==> src/rtl/reg_read_fsm.sv <==
`default_nettype none
// ============================================================================
// Module   : reg_read_fsm
// Brief    : Register-read micro-op. Drives one register enable onto the
//            shared bus for a settle window, captures the bus, pulses done.
// Revision : 1.0 - initial release
// ============================================================================
module reg_read_fsm #(
    parameter int WIDTH  = 16,
    parameter int SETTLE = 2
) (
    input  logic             clk,
    input  logic             rst,
    input  logic             start,
    input  logic             donefetch,
    input  logic [5:0]       parameter1,
    input  logic [WIDTH-1:0] bus_in,
    output logic             r0out,
    output logic             r1out,
    output logic             r2out,
    output logic             r3out,
    output logic             P0out,
    output logic [WIDTH-1:0] data_out,
    output logic             valid,
    output logic             busy,
    output logic             done,
    output logic             err
);

    localparam logic [3:0] c_SETTLE_LAST = 4'(SETTLE - 1);

    typedef enum logic [2:0] {
        S_IDLE    = 3'd0,
        S_DECODE  = 3'd1,
        S_DRIVE   = 3'd2,
        S_CAPTURE = 3'd3,
        S_DONE    = 3'd4,
        S_ERR     = 3'd5,
        S_WAITREL = 3'd6
    } state_t;

    state_t           r_state;
    logic [5:0]       r_sel;
    logic [3:0]       r_cnt;
    logic [4:0]       r_en;
    logic [WIDTH-1:0] r_data;
    logic             r_valid;
    logic             r_busy;
    logic             r_done;
    logic             r_err;

    // Enable vector bit order: {P0, r3, r2, r1, r0}
    function automatic logic [4:0] sel_onehot(input logic [5:0] s);
        logic [4:0] oh;
        oh = 5'b00000;
        case (s)
            6'd0:    oh = 5'b00001;
            6'd1:    oh = 5'b00010;
            6'd2:    oh = 5'b00100;
            6'd3:    oh = 5'b01000;
            6'd4:    oh = 5'b10000;
            default: oh = 5'b00000;
        endcase
        return oh;
    endfunction

    always_ff @(posedge clk) begin
        if (rst) begin
            r_state <= S_IDLE;
            r_sel   <= 6'd0;
            r_cnt   <= 4'd0;
            r_en    <= 5'b00000;
            r_data  <= '0;
            r_valid <= 1'b0;
            r_busy  <= 1'b0;
            r_done  <= 1'b0;
            r_err   <= 1'b0;
        end else if (donefetch && (r_state != S_IDLE)) begin
            // Abort drops the bus immediately; captured data is preserved
            r_state <= S_IDLE;
            r_en    <= 5'b00000;
            r_busy  <= 1'b0;
            r_done  <= 1'b0;
            r_err   <= 1'b0;
        end else begin
            case (r_state)
                S_IDLE: begin
                    if (start && !donefetch) begin
                        r_state <= S_DECODE;
                        r_sel   <= parameter1;
                        r_busy  <= 1'b1;
                    end
                end
                S_DECODE: begin
                    if (r_sel <= 6'd4) begin
                        r_state <= S_DRIVE;
                        r_cnt   <= 4'd0;
                        r_en    <= sel_onehot(r_sel);
                    end else begin
                        r_state <= S_ERR;
                        r_err   <= 1'b1;
                        r_done  <= 1'b1;
                    end
                end
                S_DRIVE: begin
                    r_cnt <= r_cnt + 4'd1;
                    if (r_cnt == c_SETTLE_LAST) begin
                        r_state <= S_CAPTURE;
                    end
                end
                S_CAPTURE: begin
                    r_state <= S_DONE;
                    r_data  <= bus_in;
                    r_valid <= 1'b1;
                    r_en    <= 5'b00000;
                    r_done  <= 1'b1;
                end
                S_DONE: begin
                    r_state <= S_WAITREL;
                    r_done  <= 1'b0;
                end
                S_ERR: begin
                    r_state <= S_WAITREL;
                    r_done  <= 1'b0;
                    r_err   <= 1'b0;
                end
                S_WAITREL: begin
                    // A held start parks here so it cannot retrigger
                    if (!start) begin
                        r_state <= S_IDLE;
                        r_busy  <= 1'b0;
                    end
                end
                default: begin
                    r_state <= S_IDLE;
                    r_en    <= 5'b00000;
                    r_busy  <= 1'b0;
                    r_done  <= 1'b0;
                    r_err   <= 1'b0;
                end
            endcase
        end
    end

    assign r0out    = r_en[0];
    assign r1out    = r_en[1];
    assign r2out    = r_en[2];
    assign r3out    = r_en[3];
    assign P0out    = r_en[4];
    assign data_out = r_data;
    assign valid    = r_valid;
    assign busy     = r_busy;
    assign done     = r_done;
    assign err      = r_err;

endmodule
`default_nettype wire

==> config.mk <==
export PLATFORM = sky130hd
export DESIGN_NAME = reg_read_fsm
export DESIGN_NICKNAME = d
export VERILOG_FILES = /design/src/rtl/reg_read_fsm.sv
export SDC_FILE = /design/constraint.sdc
export NUM_CORES = 1
export LEC_CHECK = 0
export BUFFER_PORTS_ARGS = -buffer_cell sky130_fd_sc_hd__buf_2
export CAP_MARGIN = 5
export CELL_PAD_IN_SITES_DETAIL_PLACEMENT = 1
export CELL_PAD_IN_SITES_GLOBAL_PLACEMENT = 1
export CORE_ASPECT_RATIO = 1.2
export CORE_UTILIZATION = 36
export CTS_BUF_LIST = sky130_fd_sc_hd__clkbuf_8 sky130_fd_sc_hd__clkbuf_16
export CTS_CLUSTER_DIAMETER = 80
export DETAILED_ROUTE_END_ITERATION = 7
export PLACE_DENSITY_LB_ADDON = 0.08
export SLEW_MARGIN = 10
export SYNTH_ARGS = -nofsm -noshare
export SYNTH_HDL_FRONTEND = slang
export SYNTH_SLANG_ARGS = --single-unit
==> constraint.sdc <==
create_clock -name clk -period 1.9 [get_ports clk]
set_clock_uncertainty 0.15 [all_clocks]
set_input_delay 0 -clock clk [delete_from_list [all_inputs] [get_ports clk]]
set_output_delay 0 -clock clk [all_outputs]
set_load 0.01 [all_outputs]
Word level (Yosys, flattened, before mapping) --
Cells that the tools add are included. Widths: inputs -> output; s select.
Cells by class: add/subtract/negate cells 1, $lt $le $gt $ge 1, equal/unequal tests 16, mux-type cells 16, bitwise logic cells 5, reductions and logical operators 21
Operator list (count):
- $pmux 5 s5 | 1
- $pmux 3 s6 | 1
- $reduce_or 5->1 | 3
- $eq 6x2->1 const B | 2
- $mux 3 | 4
- $reduce_and 3->1 | 4
- $ne 2x2->1 const B | 5
- $pmux 5 s2 | 1
- $eq 3x3->1 const B | 3
- $pmux 4 s2 | 1
- $reduce_and 2->1 | 4
- $eq 3x2->1 const B | 2
- $eq 6x1->1 const B | 1
- $eq 6x3->1 const B | 1
- $le 6x3->1 const B | 1
- $logic_not 6->1 | 1
- $pmux 1 s3 | 2
- $mux 5 | 1
- $not 1->1 | 5
- $add 4x1->4 const B | 1
- $eq 4x1->1 const B | 1
- $mux 4 | 1
- $reduce_or 2->1 | 2
- $eq 3x1->1 const B | 1
- other kinds (8) | 11
Storage, ports and cells: register bits after elaboration 38, input bits 26, word-level logic and storage cells 69

Depth between registers and ports, before layout --
Gate-level depths: netlist of the first run.
word-level depth 4, mapped depth 5

Worst setup path before layout of the first run --
Ideal clock, no wire load.
kind flip-flop to flip-flop, from reg r_state[0], to reg r_sel[0], arrival time 1379 ps, slack 243 ps, cell stages (with the launch flop) 6, cell sequence dfxtp_1 > or3_1 > or3_1 > buf_2 > mux2i_1 > nor2_1
Between the ends: word-level cells in the longest chain between the ends 4, elaborated cells on any way between the ends 5, classes of those cells bitwise: 1; reduce/logical: 4
RTL lines:
- from (decl) | line 42 | state_t r_state;
- from (signal assigned) | line 69 | r_state <= S_IDLE;
- from (signal assigned) | line 80 | r_state <= S_IDLE;
- from (signal assigned) | line 89 | r_state <= S_DECODE;
- $reduce_bool 3->1 | line 78 | end else if (donefetch && (r_state != S_IDLE)) begin
- $logic_and 1x1->1 | line 78
- $not 1->1 (no source line)
- $reduce_and 3->1 (no source line) (*)
- to (signal assigned) | line 90 | r_sel <= parameter1;
- to (decl) | line 43 | logic [5:0] r_sel;
Every way passes the cells marked *; elsewhere a longest branch is shown, timed or not. A chain may end at the register's enable or synchronous reset.

Worst setup path in the final report of the first run --
from reg r_state[1], to reg r_sel[5]
The elaborated chain is that of the path after synthesis.

==> results of run 1 <==
[per-stage QoR]
step	std cells	hold WS [ns]	instance area (sq um)
6_report	313	0.0506	2220
4_1_cts	313	0.0458	2220
3_3_place_gp	282	0.0831	1900
3_5_place_dp	282	0.104	1900
5_1_grt	313	0.0699	2220
2_1_floorplan	181	-0.0140	1570
[power by group through the flow]
stage | Clock (mW) | Combinational, mW | Sequential, mW
after floorplan | 0 | 0.202 | 0.888
after global placement | 0 | 0.307 | 0.880
after detailed placement | 0 | 0.320 | 0.884
after CTS | 0.591 | 0.358 | 0.866
after global routing | 0.629 | 0.394 | 0.871
final | 0.564 | 0.357 | 0.867
[layout by cell type (no fill, tap or decap), drive strengths merged, types with 2 or more instances in the layout]
cell type	n
buf	58
nand2	38
dfxtp	38
dlygate4sd3	23
a21oi	21
nor2	15
inv	7
mux2i	7
clkbuf	6
or3	5
o21ai	5
nor3	4
nand3	3
a211oi	3
a32o	3
a311oi	3
ha	2
a2111oi	2
a221oi	2
[state kept, by name, indices dropped and copies added, names as in the netlist]
name      cells
data_out     16
r_state       3
r_en          5
r_sel         6
done          1
valid         1
r_cnt         4
err           1
busy          1
[layer usage]
layer / vias up / global-route usage (%)
met5: - / 0
met1: 757 / 22.9
met4: 0 / 6.20
li1: 779 / -
met2: 40 / 39.7
met3: 6 / 4.29
[path summary, 6_finish.rpt]
| kind | startpoint | endpoint | slack, ns | depth (start not counted) |
|---|---|---|---|---|
| worst max-delay path | r_state[1] | r_sel[5] | 0.15 | 4 |
| worst max register to register | r_state[1] | r_sel[5] | 0.15 | 4 |
| worst min register to register | data_out[6] | data_out[6] | 0.31 | 2 |
| worst min-delay path | rst | r_sel[0] | 0.05 | 3 |
[worst register-to-register path: cells and delay by family (launching register included)]
family        cells  cell delay (ns)
flops             1             0.37
mux               1             0.24
simple gates      3             0.87
[cell type report]
| cell class | instances | area [sq um] |
|---|---|---|
| Fill cell | 503 | 1850 |
| Sequential cell | 38 | 761 |
| Multi-Input combinational cell | 126 | 736 |
| Timing Repair Buffer | 81 | 541 |
| Clock buffer | 6 | 82.6 |
| Tap cell | 54 | 67.6 |
| Inverter | 6 | 22.5 |
| Clock inverter | 2 | 8.76 |
[cells by family after synthesis]
group / Yosys count / share of synthesized area [%]
DFF: 38 / 48.4
and+or+nand+nor: 72 / 20.7
AOI/OAI and AO/OA: 45 / 20.0
buffers and inverters: 17 / 4.93
muxes: 7 / 4.46
adders and majority gates: 2 / 1.59
[timing repair]
| action | 4_1_cts | 5_1_grt |
|---|---|---|
| endpoints found under the setup margin | 0 | 4 |
| gates resized for setup | 0 | 2 |
| endpoints found under the hold margin | 23 | 0 |
| setup buffers | 0 | 0 |
| hold buffers | 23 | 0 |
==> results.toml, run 1 <==
[run_status]
outcome = "completed"

[critical_path]
crit_top_cell = "or3_1"
crit_chain = "or3_1 > or3_1 > mux2i_1 > nor2_1"
cpMaxStageDelayCell = "or3_1"
critPathMaxStageDelay_ns = 0.48
cp.arrival_ns = 1.77
start_kind = "flop"
cp-end-kind = "flop"
critical-path-top-delay-family = "simple AND/OR/NAND/NOR gates"
critPathRequiredTime_ns = 1.92
crit_fanout = 7
cp.buffers_inverters = 0
critPathKind = "reg2reg"

[timing]
setup_violations = 0
tns_ns = 0
finalCriticalPeriod_ns = 1.75
worst_pin_slew_ns = 0.434
finalMaxSlewViolations = 0
setup_ws_ns = 0.153
max_slew_margin_pct = 70.8
fin_crit_sh_pct = 91.9
fmax_mhz = 572
rsz0062_at_grt = "no"
finalHoldViolations = 0

[flow_run]
cap_violations = 0

[cts]
cts_buffer_depth = 2
cts_sinks = 38
clk_pin_slew_worst_paths_ns = 0.07
root_buffer = "clkbuf_8"
htree_levels = 2
insertion_delay_ns = 0.29
cts_made_buffers = 5
cts_tree = "built"

[synth]
synth.avg_cell_area_sq_um = 8.69
synth_top_area_share_pct = 48.4
synth_cell_types = 37
synth-edff-count = 0
synthTopCellsByArea = "dfxtp_1 48%, nand2_1 9.1%, a21oi_1 6.7%, mux2i_1 4.5%, nor2_1 3.6%"
syn_inst = 181
syn_nets = 209
ys_warn_count = 0
syn_area_sq_um = 1570
ys.flop_type = "dfxtp_1"
yosysSeqAreaShare_pct = 48.4
synthTopCellsByCount = "38 x dfxtp_1, 38 x nand2_1, 21 x a21oi_1"
ys_async_sr_fraction_pct = 0
synth_area_leader_cell = "dfxtp_1"
synth.ff_latch_count = 38

[global_route]
grt_pass1_wl_um = 7450
grt_max_degree = 29
grt_pass1_vias = 1619
grt.total_usage_pct = 20.6
antenna_found_initial = 0
gr-total-overflow = 0

[route]
dr_wl_met3_um = 196
wl_met1_um = 1940
routed_wl_um = 4560
viasPerCell = 5.05
postRouteAntennaNets = 0
wl_per_cell_um = 14.6
top_layer = "met4"
num_vias = 1582
drc = 0
route.met2.wl_um = 2370
first_pass_iters = 4
drtIter0Drc = 82

[finish]
syn_to_final_growth_pct = 41.1
fin_nets = 286
postLayoutCoreUtil_pct = 54.6
antenna_cells = 0
drive_above_1_share_pct = 26.6

[power_and_ir_drop]
pwr-share-clk_pct = 31.6
leakage_nw = 0.964
powerDensity_nw_per_um2 = 806
p_comb_share_pct = 20.0
p_int_mw = 1.29
power_mw = 1.79
power.net_switching_uw = 501
switching_share_pct = 28.0
seq_power_share_pct = 48.5
vdd_ir_drop_max_mv = 0.350

[hold_path]
hold_path.class = "in2reg"

[die]
die_width_um = 62.3
dieArea_sq_um = 4640
rows = 25
io_pins = 51
die_h_um = 74.4
start_util_pct = 38.7
core-area_sq_um = 4070

[placement]
globalplace.congestion = 0.811
pre_cts_slack_ns = 0.127
hpwl_um = 3060
numPortBuffers = 50
Power figures use the tool's default switching activity.
==> run 2, diff against run 1 <==
Settings changed: CORE_UTILIZATION 36 to 39, GPL_TIMING_DRIVEN set to 0.
Clock period 1.9 ns to 2.15 ns, I/O delays scaled along.
==> run 2 against run 1 <==
  * Combinational power shrank 15%
  * Sequential power shrank 11%
  * Final cell count grew 0.32%
  * Power fell by 11%
  * Die area decreased by 7.5%
  * Routed wire length is 11% higher
  * Critical path depth is 1 higher
  * Highest routed layer unchanged
  * Cell area decreased by 0.11%
==> results.toml, run 2 (synthesis results as in run 1) <==
[timing]
rsz0062_at_grt = "no"
worst_pin_slew_ns = 0.491
finalCriticalPeriod_ns = 1.91
setup_ws_ns = 0.240
fmax_mhz = 524
tns_ns = 0
fin_crit_sh_pct = 88.8
setup_violations = 0
finalMaxSlewViolations = 0
max_slew_margin_pct = 67.2
finalHoldViolations = 0

[die]
start_util_pct = 41.9
dieArea_sq_um = 4290
die_width_um = 60.0
die_h_um = 71.6
io_pins = 51
core-area_sq_um = 3750
rows = 24

[global_route]
grt.total_usage_pct = 25.8
grt_pass1_wl_um = 8070
grt_max_degree = 12
antenna_found_initial = 0
gr-total-overflow = 0
grt_pass1_vias = 1734

[finish]
syn_to_final_growth_pct = 40.9
largest_register_ffs = 16
fin_cells = 314
final_common_cell = "buf_2"
drive_above_1_share_pct = 24.4
multiInputGateArea_sq_um = 734
postLayoutCoreUtil_pct = 59.0
fin_nets = 289
antenna_cells = 0
final-seq-area_sq_um = 761
layout_common_cells = "50 x buf_2, 38 x nand2_1, 38 x dfxtp_1, 24 x dlygate4sd3_1, 21 x a21oi_1"
n_fill_cell = 475

[cts]
cts_made_buffers = 5
cts_buffer_depth = 2
clk_pin_slew_worst_paths_ns = 0.07
htree_levels = 2
cts_tree = "built"
cts_sinks = 38
root_buffer = "clkbuf_8"
insertion_delay_ns = 0.29

[route]
num_vias = 1618
wl_per_cell_um = 16.1
drc = 0
routed_wl_um = 5050
postRouteAntennaNets = 0
viasPerCell = 5.15
first_pass_iters = 4
drtIter0Drc = 48

[hold_path]
hold_path.class = "in2reg"
hold_end = "data_out[2]"
hold_depth = 4
min_from = "donefetch"

[critical_path]
ff2ff_path_depth = 5
start_kind = "flop"
crit_fanout = 10
reg2reg_from = "r_state[0]"
critPathKind = "reg2reg"
cp-end-kind = "flop"
r2r-end = "data_out[14]"
cp.arrival_ns = 1.97
rrSetupSlack_ns = 0.24
critPathRequiredTime_ns = 2.21

[placement]
globalplace.congestion = 0.800
dp_cells = 282
pre_cts_slack_ns = 0.142
numPortBuffers = 49
hpwl_um = 3370

[run_status]
outcome = "completed"

[power_and_ir_drop]
leakage_nw = 0.955
powerDensity_nw_per_um2 = 715
vdd_ir_drop_max_mv = 0.389
power_mw = 1.59

[flow_run]
cap_violations = 0
[run 2: cell types whose count changed in the layout (fill, tap and decap cells not counted)]
cell,before,now
buf_4,8,1
clkbuf_1,0,6
clkbuf_2,0,2
dlygate4sd3_1,23,24
buf_6,0,1
and2b_2,1,0
o21ai_1,1,0
o21ai_0,4,5
and2b_1,0,1
[run 2: per-stage QoR]
stage	hold slack, ns	instance area, sq um
6_report	0.0179	2220
3_5_place_dp	0.0986	1880
5_1_grt	0.0496	2220
4_1_cts	0.0213	2210
3_3_place_gp	0.0876	1880
2_1_floorplan	-0.0140	1570
[run 2: power breakdown]
group | switching (mW) | internal (mW) | total [mW] | leakage, nW
registers | 0.0359 | 0.737 | 0.772 | 0.307
clock network | 0.253 | 0.254 | 0.508 | 0.0524
logic | 0.166 | 0.139 | 0.305 | 0.595
[run 2: what timing repair did]
action / CTS / global route
gates resized for setup: 0 / 1
setup buffers: 0 / 0
hold endpoints to repair: 28 / 0
hold buffers: 24 / 0
endpoints found under the setup margin: 0 / 10
[run 2: worst max-delay path by stage]
| stage | from | endpoint | slack [ns] | cells after the start |
|---|---|---|---|---|
| finish | r_state[0] | data_out[14] | 0.24 | 5 |
| global route | r_state[0] | data_out[10] | 0.11 | 5 |
| CTS | r_state[1] | data_out[8] | 0.10 | 5 |
| detailed placement | r_state[1] | data_out[8] | 0.14 | 5 |
| global placement | r_state[1] | data_out[10] | 0.23 | 5 |
| floorplan | r_state[0] | r_sel[0] | 0.49 | 5 |
[run 2: cell type report]
cell class / count / area share (%)
clock inverter: 2 / 0.395
timing repair buffer: 73 / 21.9
buffer: 11 / 2.54
sequential: 38 / 34.3
tap: 52 / 2.94
multi-input combinational: 126 / 33.1
inverter: 6 / 1.02
clock buffer: 6 / 3.73
[run 2: worst max-delay path, cell delays in order, from the launching register on]
cell	delay, ns
dfxtp_1	0.50
and2b_1	0.32
nor3b_4	0.41
buf_4	0.25
nand2_1	0.07
a21oi_1	0.14
[run 2: layer usage]
layer / up-vias / global-route usage [%] / wire length (um)
li1: 792 / - / -
met3: 11 / 6.86 / 228
met1: 772 / 26.3 / 2020
met2: 43 / 48.1 / 2700
met5: - / 0 / 0
met4: 0 / 10.1 / 106
